## config.mk

```make
export PLATFORM = sky130hd
export DESIGN_NAME = rdma_sq_credit_ctrl_flat
export DESIGN_NICKNAME = d
export VERILOG_FILES = /design/src/rtl/rdma_sq_credit_ctrl_if.sv /design/src/rtl/rdma_sq_credit_ctrl.sv /design/src/flat_wrapper.sv
export SDC_FILE = /design/constraint.sdc
export NUM_CORES = 1
export LEC_CHECK = 0
export ABC_CLOCK_PERIOD_IN_PS = 3950
export CORE_AREA = 8 8 259 261
export CTS_BUF_LIST = sky130_fd_sc_hd__clkbuf_8
export CTS_CLUSTER_DIAMETER = 80
export DETAILED_ROUTE_END_ITERATION = 10
export DIE_AREA = 0 0 267 269
export PLACE_DENSITY_LB_ADDON = 0.25
export SKIP_LAST_GASP = 1
export SLEW_MARGIN = 20
export SYNTH_ARGS = -nofsm -noshare
export SYNTH_HDL_FRONTEND = slang
export SYNTH_SLANG_ARGS = --single-unit
```

## constraint.sdc

```tcl
create_clock -name aclk -period 3.95 [get_ports aclk]
set_input_delay 0.5925 -clock aclk [delete_from_list [all_inputs] [get_ports aclk]]
set_output_delay 0.5925 -clock aclk [all_outputs]
set_load 0.05 [all_outputs]
```

## src/rtl/rdma_sq_credit_ctrl_if.sv

```systemverilog
// Handshake bundle for rdma_sq_credit_ctrl: user SQ in, SQ toward the crossing,
// acks from the crossing, completions to the user.
interface rdma_sq_credit_ctrl_if;
    logic         s_sq_valid;
    logic         s_sq_ready;
    logic [255:0] s_sq_data;
    logic         m_sq_valid;
    logic         m_sq_ready;
    logic [255:0] m_sq_data;
    logic         s_ack_valid;
    logic         s_ack_ready;
    logic [31:0]  s_ack_data;
    logic         m_cmpl_valid;
    logic         m_cmpl_ready;
    logic [31:0]  m_cmpl_data;

    modport slave (
        input  s_sq_valid, s_sq_data, m_sq_ready,
        input  s_ack_valid, s_ack_data, m_cmpl_ready,
        output s_sq_ready, m_sq_valid, m_sq_data,
        output s_ack_ready, m_cmpl_valid, m_cmpl_data
    );

    modport master (
        output s_sq_valid, s_sq_data, m_sq_ready,
        output s_ack_valid, s_ack_data, m_cmpl_ready,
        input  s_sq_ready, m_sq_valid, m_sq_data,
        input  s_ack_ready, m_cmpl_valid, m_cmpl_data
    );
endinterface

```

## src/rtl/rdma_sq_credit_ctrl.sv

```systemverilog
// RDMA send-queue issuer with per-QP outstanding credit tracking and ack retirement.
// Optional nack-halt of a QP is enabled by defining RDMA_SQ_NACK_HALT_EN.
module rdma_sq_credit_ctrl #(
    parameter int N_QP_BITS       = 4,
    parameter int MAX_OUTSTANDING = 32,
    parameter int CNT_BITS        = 8
) (
    input  logic                        aclk,
    input  logic                        aresetn,
    rdma_sq_credit_ctrl_if.slave        bus,
    input  logic                        qp_clr_valid,
    input  logic [9:0]                  qp_clr_qpn,
    output logic [15:0]                 total_outstanding,
    output logic                        ack_underflow
);
    localparam int N_QP = 1 << N_QP_BITS;
    localparam logic [CNT_BITS-1:0] CNT_MAX  = CNT_BITS'(MAX_OUTSTANDING);
    localparam logic [CNT_BITS-1:0] CNT_ZERO = {CNT_BITS{1'b0}};
    localparam logic [CNT_BITS-1:0] CNT_ONE  = {{(CNT_BITS-1){1'b0}}, 1'b1};

    logic [CNT_BITS-1:0]  r_cnt_r [N_QP];
    logic [N_QP-1:0]      r_halt_r;
    logic                 r_sq_valid_r;
    logic [255:0]         r_sq_data_r;
    logic                 r_cmpl_valid_r;
    logic [31:0]          r_cmpl_data_r;
    logic [15:0]          r_total_r;
    logic                 r_underflow_r;

    logic [N_QP_BITS-1:0] w_sq_qp_s;
    logic [N_QP_BITS-1:0] w_ack_qp_s;
    logic                 w_sq_ready_s;
    logic                 w_sq_acc_s;
    logic                 w_ack_ready_s;
    logic                 w_ack_acc_s;
    logic                 w_ack_zero_s;
    logic                 w_ack_dec_s;
    logic [N_QP-1:0]      w_inc_vec_s;
    logic [N_QP-1:0]      w_dec_vec_s;
    logic [CNT_BITS-1:0]  w_cnt_nxt_s [N_QP];
    logic [15:0]          w_total_nxt_s;
    logic [N_QP-1:0]      w_halt_nxt_s;

    assign w_sq_qp_s  = bus.s_sq_data[N_QP_BITS-1:0];
    assign w_ack_qp_s = bus.s_ack_data[N_QP_BITS-1:0];

    // Ready is gated by reset so nothing is taken while aresetn is low.
    assign w_sq_ready_s  = aresetn & (~r_sq_valid_r | bus.m_sq_ready)
                         & (r_cnt_r[w_sq_qp_s] < CNT_MAX) & ~r_halt_r[w_sq_qp_s];
    assign w_sq_acc_s    = bus.s_sq_valid & w_sq_ready_s;
    assign w_ack_ready_s = aresetn & (~r_cmpl_valid_r | bus.m_cmpl_ready);
    assign w_ack_acc_s   = bus.s_ack_valid & w_ack_ready_s;
    assign w_ack_zero_s  = (r_cnt_r[w_ack_qp_s] == CNT_ZERO);
    assign w_ack_dec_s   = w_ack_acc_s & ~w_ack_zero_s;

    // One-hot increment/decrement request per QP.
    always_comb begin
        w_inc_vec_s = {N_QP{1'b0}};
        w_dec_vec_s = {N_QP{1'b0}};
        if (w_sq_acc_s) begin
            w_inc_vec_s[w_sq_qp_s] = 1'b1;
        end else begin
            w_inc_vec_s = {N_QP{1'b0}};
        end
        if (w_ack_dec_s) begin
            w_dec_vec_s[w_ack_qp_s] = 1'b1;
        end else begin
            w_dec_vec_s = {N_QP{1'b0}};
        end
    end

    // Per-QP counter next state; inc and dec on one QP cancel.
    always_comb begin
        for (int i = 0; i < N_QP; i++) begin
            case ({w_inc_vec_s[i], w_dec_vec_s[i]})
                2'b10:   w_cnt_nxt_s[i] = r_cnt_r[i] + CNT_ONE;
                2'b01:   w_cnt_nxt_s[i] = r_cnt_r[i] - CNT_ONE;
                default: w_cnt_nxt_s[i] = r_cnt_r[i];
            endcase
        end
    end

    // Running total tracks the counter updates, so it equals their sum.
    always_comb begin
        case ({w_sq_acc_s, w_ack_dec_s})
            2'b10:   w_total_nxt_s = r_total_r + 16'd1;
            2'b01:   w_total_nxt_s = r_total_r - 16'd1;
            default: w_total_nxt_s = r_total_r;
        endcase
    end

`ifdef RDMA_SQ_NACK_HALT_EN
    logic                 w_nack_set_s;
    logic [N_QP_BITS-1:0] w_clr_qp_s;
    logic                 w_unused_s;

    assign w_nack_set_s = w_ack_acc_s & bus.s_ack_data[10];
    assign w_clr_qp_s   = qp_clr_qpn[N_QP_BITS-1:0];
    assign w_unused_s   = ^qp_clr_qpn[9:N_QP_BITS];

    // Halt next state: a nack on a QP outranks a same-cycle clear of it.
    always_comb begin
        w_halt_nxt_s = r_halt_r;
        for (int i = 0; i < N_QP; i++) begin
            if (w_nack_set_s && (w_ack_qp_s == N_QP_BITS'(i))) begin
                w_halt_nxt_s[i] = 1'b1;
            end else if (qp_clr_valid && (w_clr_qp_s == N_QP_BITS'(i))) begin
                w_halt_nxt_s[i] = 1'b0;
            end else begin
                w_halt_nxt_s[i] = r_halt_r[i];
            end
        end
    end
`else
    logic w_unused_s;

    assign w_unused_s = ^{qp_clr_valid, qp_clr_qpn};

    // Without the halt feature the halt bits never leave zero.
    always_comb begin
        w_halt_nxt_s = {N_QP{1'b0}};
    end
`endif

    // Credit state: counters, running total, halt bits, sticky underflow.
    always_ff @(posedge aclk or negedge aresetn) begin
        if (!aresetn) begin
            r_cnt_r       <= '{default: CNT_ZERO};
            r_total_r     <= 16'd0;
            r_halt_r      <= {N_QP{1'b0}};
            r_underflow_r <= 1'b0;
        end else begin
            r_cnt_r   <= w_cnt_nxt_s;
            r_total_r <= w_total_nxt_s;
            r_halt_r  <= w_halt_nxt_s;
            if (w_ack_acc_s && w_ack_zero_s) begin
                r_underflow_r <= 1'b1;
            end
        end
    end

    // SQ output register toward the crossing.
    always_ff @(posedge aclk or negedge aresetn) begin
        if (!aresetn) begin
            r_sq_valid_r <= 1'b0;
            r_sq_data_r  <= 256'd0;
        end else if (w_sq_acc_s) begin
            r_sq_valid_r <= 1'b1;
            r_sq_data_r  <= bus.s_sq_data;
        end else if (bus.m_sq_ready) begin
            r_sq_valid_r <= 1'b0;
        end
    end

    // Completion output register toward the user; underflowing acks still pass.
    always_ff @(posedge aclk or negedge aresetn) begin
        if (!aresetn) begin
            r_cmpl_valid_r <= 1'b0;
            r_cmpl_data_r  <= 32'd0;
        end else if (w_ack_acc_s) begin
            r_cmpl_valid_r <= 1'b1;
            r_cmpl_data_r  <= bus.s_ack_data;
        end else if (bus.m_cmpl_ready) begin
            r_cmpl_valid_r <= 1'b0;
        end
    end

    assign bus.s_sq_ready    = w_sq_ready_s;
    assign bus.m_sq_valid    = r_sq_valid_r;
    assign bus.m_sq_data     = r_sq_data_r;
    assign bus.s_ack_ready   = w_ack_ready_s;
    assign bus.m_cmpl_valid  = r_cmpl_valid_r;
    assign bus.m_cmpl_data   = r_cmpl_data_r;
    assign total_outstanding = r_total_r;
    assign ack_underflow     = r_underflow_r;
endmodule

```

## src/flat_wrapper.sv

```systemverilog
// flat-port wrapper written by rule: the top's interface ports become plain ports
module rdma_sq_credit_ctrl_flat 
#(
    parameter int N_QP_BITS       = 4,
    parameter int MAX_OUTSTANDING = 32,
    parameter int CNT_BITS        = 8
)
  (aclk, aresetn, qp_clr_valid, qp_clr_qpn, total_outstanding, ack_underflow, bus_s_sq_valid, bus_s_sq_data, bus_m_sq_ready, bus_s_ack_valid, bus_s_ack_data, bus_m_cmpl_ready, bus_s_sq_ready, bus_m_sq_valid, bus_m_sq_data, bus_s_ack_ready, bus_m_cmpl_valid, bus_m_cmpl_data);
  rdma_sq_credit_ctrl_if bus_i ();
  input  logic aclk;
  input  logic aresetn;
  input  logic qp_clr_valid;
  input  logic [9:0] qp_clr_qpn;
  output logic [15:0] total_outstanding;
  output logic ack_underflow;
  input wire logic [$bits(bus_i.s_sq_valid)-1:0] bus_s_sq_valid;
  input wire logic [$bits(bus_i.s_sq_data)-1:0] bus_s_sq_data;
  input wire logic [$bits(bus_i.m_sq_ready)-1:0] bus_m_sq_ready;
  input wire logic [$bits(bus_i.s_ack_valid)-1:0] bus_s_ack_valid;
  input wire logic [$bits(bus_i.s_ack_data)-1:0] bus_s_ack_data;
  input wire logic [$bits(bus_i.m_cmpl_ready)-1:0] bus_m_cmpl_ready;
  output wire logic [$bits(bus_i.s_sq_ready)-1:0] bus_s_sq_ready;
  output wire logic [$bits(bus_i.m_sq_valid)-1:0] bus_m_sq_valid;
  output wire logic [$bits(bus_i.m_sq_data)-1:0] bus_m_sq_data;
  output wire logic [$bits(bus_i.s_ack_ready)-1:0] bus_s_ack_ready;
  output wire logic [$bits(bus_i.m_cmpl_valid)-1:0] bus_m_cmpl_valid;
  output wire logic [$bits(bus_i.m_cmpl_data)-1:0] bus_m_cmpl_data;
  assign bus_i.s_sq_valid = bus_s_sq_valid;
  assign bus_i.s_sq_data = bus_s_sq_data;
  assign bus_i.m_sq_ready = bus_m_sq_ready;
  assign bus_i.s_ack_valid = bus_s_ack_valid;
  assign bus_i.s_ack_data = bus_s_ack_data;
  assign bus_i.m_cmpl_ready = bus_m_cmpl_ready;
  assign bus_s_sq_ready = bus_i.s_sq_ready;
  assign bus_m_sq_valid = bus_i.m_sq_valid;
  assign bus_m_sq_data = bus_i.m_sq_data;
  assign bus_s_ack_ready = bus_i.s_ack_ready;
  assign bus_m_cmpl_valid = bus_i.m_cmpl_valid;
  assign bus_m_cmpl_data = bus_i.m_cmpl_data;
  rdma_sq_credit_ctrl #(.N_QP_BITS(N_QP_BITS), .MAX_OUTSTANDING(MAX_OUTSTANDING), .CNT_BITS(CNT_BITS)) u_core (.aclk(aclk), .aresetn(aresetn), .bus(bus_i), .qp_clr_valid(qp_clr_valid), .qp_clr_qpn(qp_clr_qpn), .total_outstanding(total_outstanding), .ack_underflow(ack_underflow));
endmodule
```

# Word level (Yosys, flattened, before mapping)
# Memory sizes are Yosys's and may differ from the RTL's.
# Cells that the tools add are included.
# totals
mem_count	1
register_bits	435
elab_cells	170
mem_bits_ro	16
out_inout_bits	309
in_bits	305
# classes
reduce_logical	23
muxes	34
magnitude_cmp	7
n_eq_ne	34
addsub	34
n_bitwise	15
# mem_list
memory	words	width	rd	rd_clocked_by_memory_dff	write_ports	line	source
(no name shown)	16	1	1	0	0	rdma_sq_credit_ctrl.sv:49	& (r_cnt_r[w_sq_qp_s] < CNT_MAX) & ~r_halt_r[w_sq_qp_s];
# op_table
operator	count
$pmux W8 S2	16
$add A8 B1 Y8 const B	16
$sub A8 B1 Y8 const B	16
$bmux W8 S4	2
$reduce_bool A2 Y1	19
$eq A2 B1 Y1 const B	17
$eq A2 B2 Y1 const B	17
$mux W16	2
$mux W8	4
$pmux W16 S2	1
$add A16 B1 Y16 const B	1
$sub A16 B1 Y16 const B	1
$ge A5 B5 Y1 const B	2
$lt A4 B5 Y1 const B	2
$not A4 Y5	2
$demux W1 S4	2
$ge A4 B1 Y1 const B	2
$logic_not A8 Y1	1
$lt A8 B6 Y1 const B	1
$and A1 B1 Y1	7
$mux W1	7
$not A1 Y1	4
$logic_and A1 B1 Y1	3
$or A1 B1 Y1	2

# Logic depth before layout (Yosys ltp)
# Gate-level depths: netlist of the first run.
# logic_depth
word_depth	11
depth_mapped	16
ltp_nobuf	15

# Worst setup path after synthesis of the first run
# Ideal clock, no wire load.
# synth_timing
kind	input to register
from	input port bus_s_sq_data[1]
to	register u_core.r_total_r[15] (netlist: u_core.total_outstanding[15])
cell_stages	14
setup_time_ps	82
setup_slack_ps	-512
n_path_buf	2
required_time_ps	3868
arrival_time_ps	4380
path_cell_list	mux4_2 -> mux2_2 -> o41a_1 -> a21bo_1 -> clkbuf_1 -> buf_2 -> ha_1 -> ha_1 -> a2111oi_0 -> o21ai_0 -> a221oi_1 -> nand4_1 -> a31oi_1 -> xor2_1
# synth_between
elab_chain_len	10
elab_cells_between_ends	15
cone_classes	1 x order compare; 2 x eq/ne; 5 x mux; 5 x bitwise; 1 x reduce/logical; 1 x memory
# synth_rtl
element	line	source
from (decl)	flat_wrapper.sv:17	input wire logic [$bits(bus_i.s_sq_data)-1:0] bus_s_sq_data;
$not A4 Y5 (implied by the code)	rdma_sq_credit_ctrl.sv:49	
$bmux W8 S4	rdma_sq_credit_ctrl.sv:49	
$mux W8 (implied by the code) (2 in series)	rdma_sq_credit_ctrl.sv:49	
$lt A8 B6 Y1	rdma_sq_credit_ctrl.sv:49	
$and A1 B1 Y1	rdma_sq_credit_ctrl.sv:49	
$and A1 B1 Y1 *	rdma_sq_credit_ctrl.sv:49	
$and A1 B1 Y1 *	rdma_sq_credit_ctrl.sv:50	assign w_sq_acc_s = bus.s_sq_valid & w_sq_ready_s;
$eq A2 B1 Y1 / $eq A2 B2 Y1 (equally long branches)	rdma_sq_credit_ctrl.sv:85	case ({w_sq_acc_s, w_ack_dec_s})
$pmux W16 S2 / $reduce_bool A2 Y1 (equally long branches)	--	
to (signal assigned)	rdma_sq_credit_ctrl.sv:134	r_total_r <= w_total_nxt_s;
to (decl)	rdma_sq_credit_ctrl.sv:27	logic [15:0] r_total_r;
# Mark *: on every way between the ends. The rest lies on a longest branch, timed or not. The select of a mux whose other input is x is not followed.
# A chain may end at the register's enable or synchronous reset.

# Worst setup path in the final report of the first run
# layout_timing
from	register u_core.r_cnt_r[69] (netlist name)
to	register u_core.r_total_r[13] (netlist: u_core.total_outstanding[13])
# layout_between
elab_chain_len	9
elab_cells_between_ends	17
cone_classes	1 x order compare; 2 x eq/ne; 7 x mux; 5 x bitwise; 2 x reduce/logical
# layout_rtl
element	line	source
from (decl)	rdma_sq_credit_ctrl.sv:21	logic [CNT_BITS-1:0] r_cnt_r [N_QP];
from (signal assigned)	rdma_sq_credit_ctrl.sv:133	r_cnt_r <= w_cnt_nxt_s;
$bmux W8 S4	rdma_sq_credit_ctrl.sv:49	
$mux W8 (implied by the code) (2 in series)	rdma_sq_credit_ctrl.sv:49	
$lt A8 B6 Y1	rdma_sq_credit_ctrl.sv:49	
$and A1 B1 Y1 (2 in series)	rdma_sq_credit_ctrl.sv:49	
$and A1 B1 Y1	rdma_sq_credit_ctrl.sv:50	
$eq A2 B1 Y1 / $eq A2 B2 Y1 (equally long branches)	rdma_sq_credit_ctrl.sv:85	
$pmux W16 S2 / $reduce_bool A2 Y1 (equally long branches)	--	
# Several ways; a longest one is shown, not always the timed one. The select of a mux whose other input is x is not followed.

==> flow_summary.json, run 1 <==
{
  "status": "complete, no violations",
  "clk_latency_ns": 0.66,
  "final_hold_viol_count": 0,
  "synth-main-ff-cell": "dfrtp_1",
  "first_global_vias": 18800,
  "portBuffers": 602,
  "fp-row-count": 92,
  "coreArea_um2": 62700,
  "cp_max_fo": 5,
  "setup-tns-final_ns": 0,
  "overflow": 0,
  "path_delay_family": "compound AO/OA/AOI/OAI gates",
  "clkSlewWorstSetupHoldPaths_ns": 0.07,
  "ctsLongestPathBuffers": 3,
  "cts_sinks": 435,
  "first_iter_violations": 1161,
  "die_y_um": 269,
  "cp.required_ns": 4.52,
  "relSlewSlack": 0.355,
  "grt_max_degree": 132,
  "crit_type": "register to register",
  "drc": 0,
  "wl_met1_um": 34900,
  "viasPerCell": 4.91,
  "via_count": 18500,
  "cellPowerDensity_nw_per_um2": 548,
  "tightest_slew_ns": 0.967,
  "max_freq_ghz": 0.259,
  "hpwl_um": 66500,
  "peakVddDrop_mv": 0.393,
  "start_kind": "register",
  "p_leak_nw": 15.0,
  "die_area_um2": 71800,
  "gp_congestion": 0.954,
  "final_max_slew_viol_count": 0,
  "crit_arrival_ns": 4.43,
  "crit_path_top_delay_cell": "mux4_2",
  "synth_area_um2": 21800,
  "max_stage_delay_ns": 0.47,
  "cap_violations": 0,
  "crit_buf_inv": 2,
  "synthesis.nets": 2384,
  "yosysMostFrequentCell": "dfrtp_1",
  "ys_seq_area_frac": 0.499,
  "syn_to_final_growth_pct": 50.4,
  "syn_inst": 1935,
  "synth_top_area_cell": "dfrtp_1",
  "initial_core_util": 0.347,
  "die_w_um": 267,
  "rsz0062_at_grt": "true",
  "tritoncts": "done",
  "track_usage": 0.220,
  "root_buffer": "clkbuf_8",
  "finalCriticalPeriod_ns": 3.86,
  "synth_edf_count": 0,
  "routed_wl_um": 83100,
  "syn_area_per_cell_um2": 11.3,
  "finalSetupViolations": 0,
  "synth_top_area_frac": 0.499,
  "dp.cells": 3596,
  "synth_cell_types": 50,
  "cts_max_level": 3,
  "min_path_type": "input port to asynchronous set/reset pin",
  "cp_common_cell": "a41o_1",
  "final_antenna_net_count": 0,
  "synth_commonest_cells": "435 x dfrtp_1, 275 x nand2_1, 220 x mux2_1, 131 x o21ai_0, 127 x ha_1",
  "synth.area.top_cells": "dfrtp_1 50%, mux2_1 11%, ha_1 7.3%",
  "async_reset_ff_frac": 1.00,
  "finClkSkew_ns": 0.0269,
  "worstSetupEndpointType": "register",
  "top_layer_used": "met5",
  "dr_wl_met3_um": 7270,
  "ys_ff_latch": 435,
  "numCtsBuffers": 79,
  "nets": 3288,
  "drt_first_pass_iters": 5,
  "ios": 614,
  "crit_chain": "mux4_2 -> mux2_2 -> o41a_1 -> a21bo_4 -> ha_4 -> clkbuf_4 -> ha_1 -> a2111oi_2 -> o21ai_1 -> buf_4 -> a41o_1 -> a41o_1 -> xnor2_1 -> o21ai_0",
  "antenna_found_initial": 28,
  "ys_warn_count": 0,
  "layout-drive-gt1-share": 0.175,
  "post_drt_wl_per_cell_um": 22.0,
  "wl_met2_um": 38800,
  "grt_pass1_wl_um": 120000,
  "final_cells": 3767,
  "period_share": 0.977
}
-- area by class of cell --
| type | count | area (um^2) |
|---|---|---|
| Timing Repair Buffer | 885 | 8220 |
| Tap cell | 846 | 1060 |
| Clock inverter | 43 | 273 |
| Clock buffer | 102 | 1400 |
| Inverter | 82 | 308 |
| Sequential cell | 435 | 10900 |
| Multi-Input combinational cell | 1356 | 10600 |
| Fill cell | 5534 | 30000 |
| Antenna cell | 18 | 45.0 |
-- layout by cell type, fill, tap and decap left out, drive strengths merged, types with 7 or more instances in the layout --
master,n
diode,18
dfrtp,435
clkinv,8
a21boi,26
clkdlybuf4s50,599
nor2b,17
o21ai,131
nand2,275
nor3b,21
mux2,260
xnor2,25
and3b,15
a21o,39
buf,283
nor4,17
o31ai,30
nand4,10
nand3,25
mux4,7
and3,8
xor2,72
ha,127
a21oi,30
fa,17
nor3,44
inv,115
o211ai,20
nand2b,7
nor2,90
clkbuf,103
-- final timing paths --
path / from / endpoint / slack [ns] / depth (start not counted)
max in group asynchronous: aresetn / u_core.bus.m_sq_data[154] / 1.15 / 5
hold / removal: aresetn / u_core.r_cnt_r[39] / 0.44 / 2
hold reg to reg: u_core.ack_underflow / u_core.ack_underflow / 0.46 / 1
setup / recovery: u_core.r_cnt_r[69] / u_core.total_outstanding[13] / 0.09 / 14
setup reg to reg: u_core.r_cnt_r[69] / u_core.total_outstanding[13] / 0.09 / 14
min in group aclk: u_core.ack_underflow / u_core.ack_underflow / 0.46 / 1
-- state kept, by name (all words and copies together) (netlist names) --
signal / count
u_core.r_cnt_r: 128
u_core.bus.m_cmpl_valid: 1
u_core.ack_underflow: 1
u_core.total_outstanding: 16
u_core.bus.m_cmpl_data: 32
u_core.bus.m_sq_data: 256
u_core.bus.m_sq_valid: 1
-- power by group --
part / leakage (nW) / internal, mW / switching, mW
clock: 0.972 / 2.47 / 2.03
sequential: 5.39 / 5.38 / 0.717
combinational: 8.61 / 2.77 / 4.57
total: 15.0 / 10.6 / 7.32
-- routing by layer --
metal | track usage | vias up
met1 | 0.291 | 9127
li1 | - | 8616
met2 | 0.350 | 622
met3 | 0.0600 | 127
met4 | 0.0694 | 6
met5 | 0 | -
-- repair_timing --
action                                 CTS  global route
buffers inserted                         0             7
hold buffers                             1             0
resized for setup                        9            87
pin swaps                                0            12
setup endpoints to repair               33            47
endpoints found under the hold margin    4             0
-- kinds of logic (layout without fill, tap and decap cells) --
kind of cell	after synthesis	in the layout	synth area share
simple gates	541	541	0.113
flops	435	435	0.499
compound gates	305	305	0.0873
mux	269	269	0.142
fa+ha+maj	144	144	0.0885
buf+inv	144	1112	0.0303
xor+xnor	97	97	0.0390
other cells	0	18	0
-- metrics by stage --
step                worst slack, ns  hold WS, ns  utilization  cell area, um^2  power, mW
detailed placement           -0.909        0.429        0.489            30700       13.4
global route                -0.0528        0.409        0.522            32800       18.8
CTS                        -0.00289        0.378        0.517            32400       18.1
floorplan                   -0.0321        0.297            -            21800       10.2
finish                       0.0892        0.437        0.522            32800       18.0
global placement             -0.699        0.428        0.489            30700       13.3
No activity file was read; power rests on OpenSTA's default activity.
==> run 2: changes to the inputs <==
--- a/config.mk
+++ b/config.mk
@@ -5,15 +5,16 @@
 export SDC_FILE = /design/constraint.sdc
 export NUM_CORES = 1
 export LEC_CHECK = 0
+export ABC_AREA = 1
 export ABC_CLOCK_PERIOD_IN_PS = 3950
-export CORE_AREA = 8 8 259 261
+export CORE_AREA = 8 8 267 269
 export CTS_BUF_LIST = sky130_fd_sc_hd__clkbuf_8
 export CTS_CLUSTER_DIAMETER = 80
 export DETAILED_ROUTE_END_ITERATION = 10
-export DIE_AREA = 0 0 267 269
+export DIE_AREA = 0 0 275 277
 export PLACE_DENSITY_LB_ADDON = 0.25
+export REMOVE_ABC_BUFFERS = 1
 export SKIP_LAST_GASP = 1
-export SLEW_MARGIN = 20
 export SYNTH_ARGS = -nofsm -noshare
 export SYNTH_HDL_FRONTEND = slang
 export SYNTH_SLANG_ARGS = --single-unit
==> run 2 against run 1 <==
Compared with the run above: worst hold slack got worse by 0.39 ns; synthesized cell count rose by 50%; critical path depth is 8 higher; non-clock buffer count is 62 lower; power grew 15%; clock-buffer cell count is 1 higher; first-iteration DRC count increased by 46%; final area rose by 1.4%; combinational power grew 29%; utilization down 2.5 points.
==> flow_summary.json, run 2 <==
{
  "synth_area_um2": 23200,
  "cp_max_fo": 10,
  "initial_core_util": 0.348,
  "nets": 4113,
  "cap_violations": 0,
  "final_max_slew_viol_count": 0,
  "layout-drive-gt1-share": 0.105,
  "r2r_start": "u_core.r_cnt_r[86]",
  "first_global_vias": 21900,
  "cts_resized": 0,
  "postCtsSetupRepairBufs": 0,
  "coreArea_um2": 66800,
  "fp-row-count": 95,
  "yosysMostFrequentCell": "nand2_1",
  "endpoint": "u_core.r_cnt_r[94]",
  "viasPerCell": 4.89,
  "track_usage": 0.221,
  "layout_commonest_cell": "nand2_1",
  "clk_latency_ns": 0.68,
  "die_w_um": 275,
  "final_hold_viol_count": 0,
  "die_area_um2": 76200,
  "synth_top_area_cell": "dfrtp_1",
  "synth_cell_types": 30,
  "cp.required_ns": 4.52,
  "regToRegEndpoint": "u_core.r_cnt_r[15]",
  "ios": 614,
  "p_leak_nw": 17.0,
  "p_total_mw": 20.6,
  "reg2reg_depth": 22,
  "period_share": 0.912,
  "cts_max_level": 3,
  "hpwl_um": 63800,
  "antenna_found_initial": 21,
  "crit_arrival_ns": 4.17,
  "first_iter_violations": 1699,
  "finClkSkew_ns": 0.0446,
  "cts_sinks": 435,
  "final_cell_mix": "1038 x nand2_1, 598 x clkdlybuf4s50_1, 435 x dfrtp_1",
  "tightest_slew_ns": 1.18,
  "max_freq_ghz": 0.278,
  "start_kind": "input port",
  "tritoncts": "done",
  "drt_first_pass_iters": 5,
  "post_drt_wl_per_cell_um": 18.7,
  "ys_ff_latch": 435,
  "async_reset_ff_frac": 1.00,
  "synth-main-ff-cell": "dfrtp_1",
  "cellPowerDensity_nw_per_um2": 620,
  "worstSetupEndpointType": "register",
  "dp.cells": 4452,
  "final_antenna_net_count": 0,
  "numCtsBuffers": 83,
  "routed_wl_um": 86400,
  "crit_path_start": "bus_s_ack_data[0]",
  "grt_pass1_wl_um": 132000,
  "synth_edf_count": 0,
  "gp_congestion": 0.854,
  "postCtsHoldBufs": 0,
  "ys_seq_area_frac": 0.469,
  "root_buffer": "clkbuf_8",
  "syn_inst": 2898,
  "rsz0062_at_grt": "false",
  "final_cells": 4609,
  "syn_to_final_growth_pct": 43.0,
  "grt_max_degree": 184,
  "drc": 0,
  "r2r_slack_ns": 0.39,
  "portBuffers": 602,
  "clkSlewWorstSetupHoldPaths_ns": 0.06,
  "setup-tns-final_ns": 0,
  "min_path_type": "input port to asynchronous set/reset pin",
  "syn_area_per_cell_um2": 8.01,
  "crit_type": "input port to register",
  "overflow": 0,
  "finalSetupViolations": 0,
  "ys_warn_count": 0,
  "die_y_um": 277,
  "synth_top_area_frac": 0.469,
  "synth_commonest_cells": "1038 x nand2_1, 435 x dfrtp_1, 291 x nand4_1, 186 x inv_1, 179 x nor2_1",
  "synth.area.top_cells": "dfrtp_1 47%, nand2_1 17%, nand4_1 7.8%",
  "finalCriticalPeriod_ns": 3.60,
  "status": "complete, no violations",
  "ctsLongestPathBuffers": 3,
  "relSlewSlack": 0.215,
  "peakVddDrop_mv": 0.431,
  "via_count": 22600,
  "largest_reg_flops": 256,
  "fillers": 6546
}
run 2: how the worst min path moves through the flow:
stage	from	end	cells after the start
2_1_floorplan	aresetn	u_core.ack_underflow	0
3_3_place_gp	u_core.ack_underflow	u_core.ack_underflow	2
3_5_place_dp	u_core.ack_underflow	u_core.ack_underflow	2
4_1_cts	aresetn	u_core.r_cnt_r[84]	2
5_1_grt	aresetn	u_core.r_cnt_r[103]	2
6_report	aresetn	u_core.r_cnt_r[103]	2
run 2: logic make-up after synthesis:
| group | count (synthesis) | synth area share |
|---|---|---|
| AO/OA/AOI/OAI | 285 | 0.0650 |
| flip-flops | 435 | 0.469 |
| AND/OR/NAND/NOR | 1669 | 0.313 |
| XOR/XNOR | 34 | 0.0128 |
| adder cells (fa/ha/maj) | 144 | 0.0831 |
| buffers and inverters | 331 | 0.0578 |
run 2: metrics by stage:
step / area (um^2) / setup WS [ns] / hold WS (ns) / utilization
6_report: 33200 / 0.348 / 0.0513 / 0.497
3_5_place_dp: 31500 / -0.385 / 0.451 / 0.471
4_1_cts: 33200 / 0.318 / 0.0156 / 0.497
3_3_place_gp: 31500 / -0.329 / 0.445 / 0.471
5_1_grt: 33200 / 0.0161 / 0.0583 / 0.497
2_1_floorplan: 22600 / -6.63 / 0.297 / -
run 2: worst max-delay path, cell delays in order:
cell and delay [ns]:
clkdlybuf4s50_1 0.68, inv_1 0.12, nor2_1 0.22, buf_4 0.16, o21ai_0 0.08, nand4_1 0.11
nand2_1 0.06, nand2_1 0.08, o21bai_1 0.10, buf_4 0.19, nor2_1 0.17, ha_1 0.30
inv_1 0.09, fa_1 0.36, inv_1 0.08, nand3_1 0.06, nand2_1 0.10, nand2_1 0.07
nand2_1 0.06, a21oi_1 0.07, or2_2 0.27, a31oi_1 0.12
run 2: routing by layer:
metal	vias up	track usage	share of wire
met4	4	0.109	0.045
met1	10500	0.281	0.42
met2	629	0.346	0.46
met3	203	0.0561	0.073
met5	-	0	0.00019
li1	11200	-	-
run 2: power by group:
group / switching (mW) / total [mW] / leakage (nW) / internal (mW)
logic: 6.29 / 9.44 / 10.5 / 3.15
registers: 0.837 / 6.51 / 5.50 / 5.67
clock network: 2.08 / 4.63 / 0.960 / 2.55
run 2: area by class of cell:
| type | instances | area [um^2] | area share |
|---|---|---|---|
| well taps | 873 | 1090 | 0.0329 |
| clock inverters | 38 | 273 | 0.00821 |
| diodes | 16 | 40.0 | 0.00121 |
| clock buffers | 103 | 1420 | 0.0427 |
| flip-flops and latches | 435 | 10900 | 0.328 |
| inverters | 189 | 709 | 0.0214 |
| multi-input cells | 2132 | 11000 | 0.332 |
| repair buffers | 823 | 7780 | 0.234 |
